[src/rtl/bus_arbiter.sv]
// Round-robin bus arbiter for a shared tri-state datapath. Grants one owner at a time, enforces
// a per-ownership cycle limit, and inserts one dead cycle between owners for bus turnaround.
module bus_arbiter #(
  parameter int unsigned NREQ    = 4,
  parameter int unsigned TIMEOUT = 64,
  localparam int unsigned OW     = (NREQ > 1) ? $clog2(NREQ) : 1
) (
  input  logic            clk,
  input  logic            rst,
  input  logic [NREQ-1:0] req,
  input  logic [NREQ-1:0] rel,
  input  logic            err_clr,
  output logic [NREQ-1:0] grant,
  output logic [OW-1:0]   owner,
  output logic            busy,
  output logic            timeout_err,
  output logic [OW-1:0]   err_id
);

  localparam int unsigned CW = $clog2(TIMEOUT + 1);

  typedef enum logic [1:0] {StIdle, StGrant, StTurn} state_e;

  state_e          state_q, state_d;
  logic [NREQ-1:0] grant_q, grant_d;
  logic [OW-1:0]   owner_q, owner_d;
  logic [OW-1:0]   ptr_q, ptr_d;
  logic [CW-1:0]   cnt_q, cnt_d;
  logic            err_q, err_d;
  logic [OW-1:0]   err_id_q, err_id_d;

  logic [OW-1:0] win;
  logic          found;
  int            idx;

  // First requester at or after ptr, wrapping around.
  always_comb begin
    win   = ptr_q;
    found = 1'b0;
    idx   = 0;
    for (int k = 0; k < int'(NREQ); k++) begin
      idx = int'(ptr_q) + k;
      if (idx >= int'(NREQ)) idx = idx - int'(NREQ);
      if (!found && req[idx]) begin
        found = 1'b1;
        win   = OW'(idx);
      end
    end
  end

  logic          own_rel, own_req, cnt_hit;
  logic [OW-1:0] ptr_next;

  always_comb begin
    own_rel  = rel[owner_q];
    own_req  = req[owner_q];
    cnt_hit  = (cnt_q == CW'(TIMEOUT));
    ptr_next = (owner_q == OW'(NREQ - 1)) ? '0 : owner_q + OW'(1);
  end

  always_comb begin
    state_d  = state_q;
    grant_d  = grant_q;
    owner_d  = owner_q;
    ptr_d    = ptr_q;
    cnt_d    = cnt_q;
    err_d    = err_clr ? 1'b0 : err_q;
    err_id_d = err_id_q;
    unique case (state_q)
      StIdle, StTurn: begin
        grant_d = '0;
        if (found) begin
          state_d      = StGrant;
          grant_d[win] = 1'b1;
          owner_d      = win;
          cnt_d        = CW'(1);
        end else begin
          state_d = StIdle;
        end
      end
      StGrant: begin
        if (own_rel || !own_req || cnt_hit) begin
          state_d = StTurn;
          grant_d = '0;
          ptr_d   = ptr_next;
          // A revocation by timeout overrides a simultaneous clear.
          if (!own_rel && own_req) begin
            err_d    = 1'b1;
            err_id_d = owner_q;
          end
        end else if (!cnt_hit) begin
          cnt_d = cnt_q + CW'(1);
        end
      end
      default: begin
        state_d = StIdle;
        grant_d = '0;
      end
    endcase
  end

  always_ff @(posedge clk or negedge rst) begin
    if (!rst) begin
      state_q  <= StIdle;
      grant_q  <= '0;
      owner_q  <= '0;
      ptr_q    <= '0;
      cnt_q    <= '0;
      err_q    <= 1'b0;
      err_id_q <= '0;
    end else begin
      state_q  <= state_d;
      grant_q  <= grant_d;
      owner_q  <= owner_d;
      ptr_q    <= ptr_d;
      cnt_q    <= cnt_d;
      err_q    <= err_d;
      err_id_q <= err_id_d;
    end
  end

  assign grant       = grant_q;
  assign owner       = owner_q;
  assign busy        = (state_q != StIdle);
  assign timeout_err = err_q;
  assign err_id      = err_id_q;

endmodule

[config.mk]
export PLATFORM = sky130hd
export DESIGN_NAME = bus_arbiter
export DESIGN_NICKNAME = d
export VERILOG_FILES = /design/src/rtl/bus_arbiter.sv
export SDC_FILE = /design/constraint.sdc
export NUM_CORES = 1
export LEC_CHECK = 0
export BUFFER_PORTS_ARGS = -buffer_cell sky130_fd_sc_hd__buf_2
export CAP_MARGIN = 40
export CORE_ASPECT_RATIO = 0.9
export CORE_UTILIZATION = 43
export CTS_CLUSTER_SIZE = 12
export DETAILED_ROUTE_END_ITERATION = 10
export HOLD_SLACK_MARGIN = 0.02
export PLACE_DENSITY = 0.65
export SYNTH_ARGS = -nofsm -noshare
export SYNTH_HDL_FRONTEND = slang
export SYNTH_SLANG_ARGS = --single-unit
[constraint.sdc]
create_clock -name clk -period 4.6 [get_ports clk]
set_input_delay 0 -clock clk [delete_from_list [all_inputs] [get_ports clk]]
set_output_delay 0 -clock clk [all_outputs]
set_load 0.05 [all_outputs]
==> impl_metrics.json <==
{
  "synth_edf_count": 0,
  "grt_antenna_before_repair": 0,
  "syn_area_per_cell_sq_um": 10.7,
  "ys.flop_type": "dfrtp_1",
  "cts_tree": "done",
  "cts.root.buffer_cell": "clkbuf_4",
  "synth_cell_types": 33,
  "power.density_nw_per_um2": 582,
  "dpl_cell_area_sq_um": 1210,
  "endpoint_kind": "register",
  "clock-sinks": 20,
  "port_buffers": 20,
  "crit_fanout": 9,
  "diodes": 0,
  "fin_worst_skew_ns": 0.00380,
  "finalWirelength_mm": 2.07,
  "cts_resized": 0,
  "drc": 0,
  "syn_to_final_growth_pct": 16.0,
  "max_freq_mhz": 561,
  "final_hold_viol_count": 0,
  "fin_area_sq_um": 1250,
  "async_flop_share_pct": 100,
  "synthCells": 101,
  "first_pass_iters": 5,
  "layout.cells.non_filler": 152,
  "drtIter0Drc": 11,
  "ys_ff_latch": 20,
  "rows": 16,
  "period_share_pct": 38.7,
  "wl_per_cell_microns": 13.6,
  "outcome": "completed",
  "vias": 832,
  "cts_buffers": 3,
  "slew_headroom_pct": 66.7,
  "initial_core_util_pct": 47.4,
  "grt_pass1_vias": 792,
  "grt_max_degree": 21,
  "clk_pin_slew_ns": 0.10,
  "grt_use_total_pct": 17.6,
  "post_cts.repair.setup_buffers": 0,
  "dp_slack_ns": 2.82,
  "required_ns": 4.78,
  "synth_area_sq_um": 1080,
  "placed_cells": 147,
  "viasPerCell": 5.47,
  "worst_pin_slew_ns": 0.498,
  "ys_seq_area_share_pct": 46.2,
  "die_h_microns": 49.6,
  "path_class": "register to register",
  "maxCapViolCount": 0,
  "detail-route-antenna-nets": 0,
  "grt_pass1_wl_mm": 3.42,
  "gr-total-overflow": 0,
  "fin_tns_setup_ns": 0,
  "drv_slew": 0,
  "gp_congestion": 0.855,
  "clock_latency_ns": 0.29,
  "hpwl_mm": 1.61,
  "layout_common_cells": "20 x dfrtp_1, 20 x buf_2, 11 x nand2_1",
  "setup_ws_ns": 2.82,
  "final_layout_size_suffix_gt1_share_pct": 28.0,
  "p_leak_nw": 0.643,
  "die_area_sq_um": 2720,
  "setup_viol": 0,
  "timing.final.crit_period_ns": 1.78,
  "min-delay-path-class": "input pin to register",
  "max-clock-path-buffers": 2,
  "die_w_microns": 54.9,
  "htreeDepth": 1,
  "syn_nets": 115,
  "rsz0062_at_grt": "false",
  "holdBufCountCts": 2,
  "core_sq_um": 2280,
  "io_pins": 21,
  "ir_drop_uv": 432,
  "worstPathArrival_ns": 1.97,
  "final_nets": 141,
  "startpoint_type": "register",
  "yosysWarnings": 0
}
## registers in the layout, summed over array words and instances (netlist names)
name and count:
cnt_q 7, grant 4, err_id 2, state_q 2, owner 2, ptr_q 2, timeout_err 1
## logic make-up (layout without fill, tap and decap cells)
logic type | after synthesis | in the layout | synth area share, %
buffers and inverters | 6 | 30 | 2.08
adders and majority gates | 3 | 3 | 3.47
and+or+nand+nor | 42 | 42 | 21.4
AOI/OAI and AO/OA | 18 | 18 | 13.3
DFF | 20 | 20 | 46.2
muxes | 12 | 12 | 13.5
## final cells by class
cell class                      count  area, sq um
Timing Repair Buffer               22          120
Sequential cell                    20          500
Inverter                            5         18.8
Clock buffer                        3         22.5
Multi-Input combinational cell     75          559
Tap cell                           27         33.8
Fill cell                         214         1030
## path summary, 6_finish.rpt
path                                            from               endpoint  slack, ns  cells past startpoint
worst min register to register  grant[3]$_DFFE_PN0P_   grant[3]$_DFFE_PN0P_       0.49                      1
min in group asynchronous                        rst  err_id[0]$_DFFE_PN0P_       0.17                      2
worst max register to register  owner[0]$_DFFE_PN0P_   cnt_q[0]$_DFFE_PN0P_       2.82                      3
worst max-delay path            owner[0]$_DFFE_PN0P_   cnt_q[0]$_DFFE_PN0P_       2.82                      3
max in group asynchronous                        rst   grant[2]$_DFFE_PN0P_       4.13                      2
worst min-delay path                          req[1]   grant[0]$_DFFE_PN0P_       0.13                      3
## metrics by stage
stage	utilization, %	power (mW)	hold slack (ns)
6_report	55.0	0.730	0.133
5_1_grt	55.0	0.780	0.154
4_1_cts	55.0	0.737	0.121
3_5_place_dp	53.1	0.654	-0.0289
3_3_place_gp	53.1	0.646	-0.0344
2_1_floorplan	-	0.567	-0.296
## critical path, stage by stage (launching register included)
cell,delay [ns]
dfrtp_1,0.46
mux4_2,0.67
a21oi_4,0.20
mux2_1,0.33
## metal layers
metal | share of wire (%) | vias to the layer above | global-route usage [%]
met3 | 5.8 | 2 | 6.48
met2 | 44 | 28 | 27.1
met5 | 0 | - | 0
li1 | - | 410 | -
met1 | 49 | 392 | 23.6
met4 | 0.34 | 0 | 2.56
## where the power goes
part	switching [mW]	leakage [nW]	total (mW)	internal, mW
Clock	0.0489	0.0138	0.0794	0.0305
Combinational	0.240	0.368	0.371	0.131
Sequential	0.0542	0.261	0.280	0.226
## cell usage after synthesis, drive strengths merged (3+ instances only)
cell type / count / share of area (%)
a21oi: 5 / 4.4
and2: 3 / 1.8
dfrtp: 20 / 46
ha: 3 / 3.5
inv: 5 / 1.7
mux2: 5 / 5.9
mux2i: 6 / 5.5
nand2: 11 / 3.8
nand3: 4 / 1.8
nand4: 3 / 1.7
nor2: 3 / 1.0
nor2b: 7 / 4.0
o21ai: 4 / 1.8
o2bb2ai: 4 / 3.2
No activity file was read; power rests on OpenSTA's default activity.
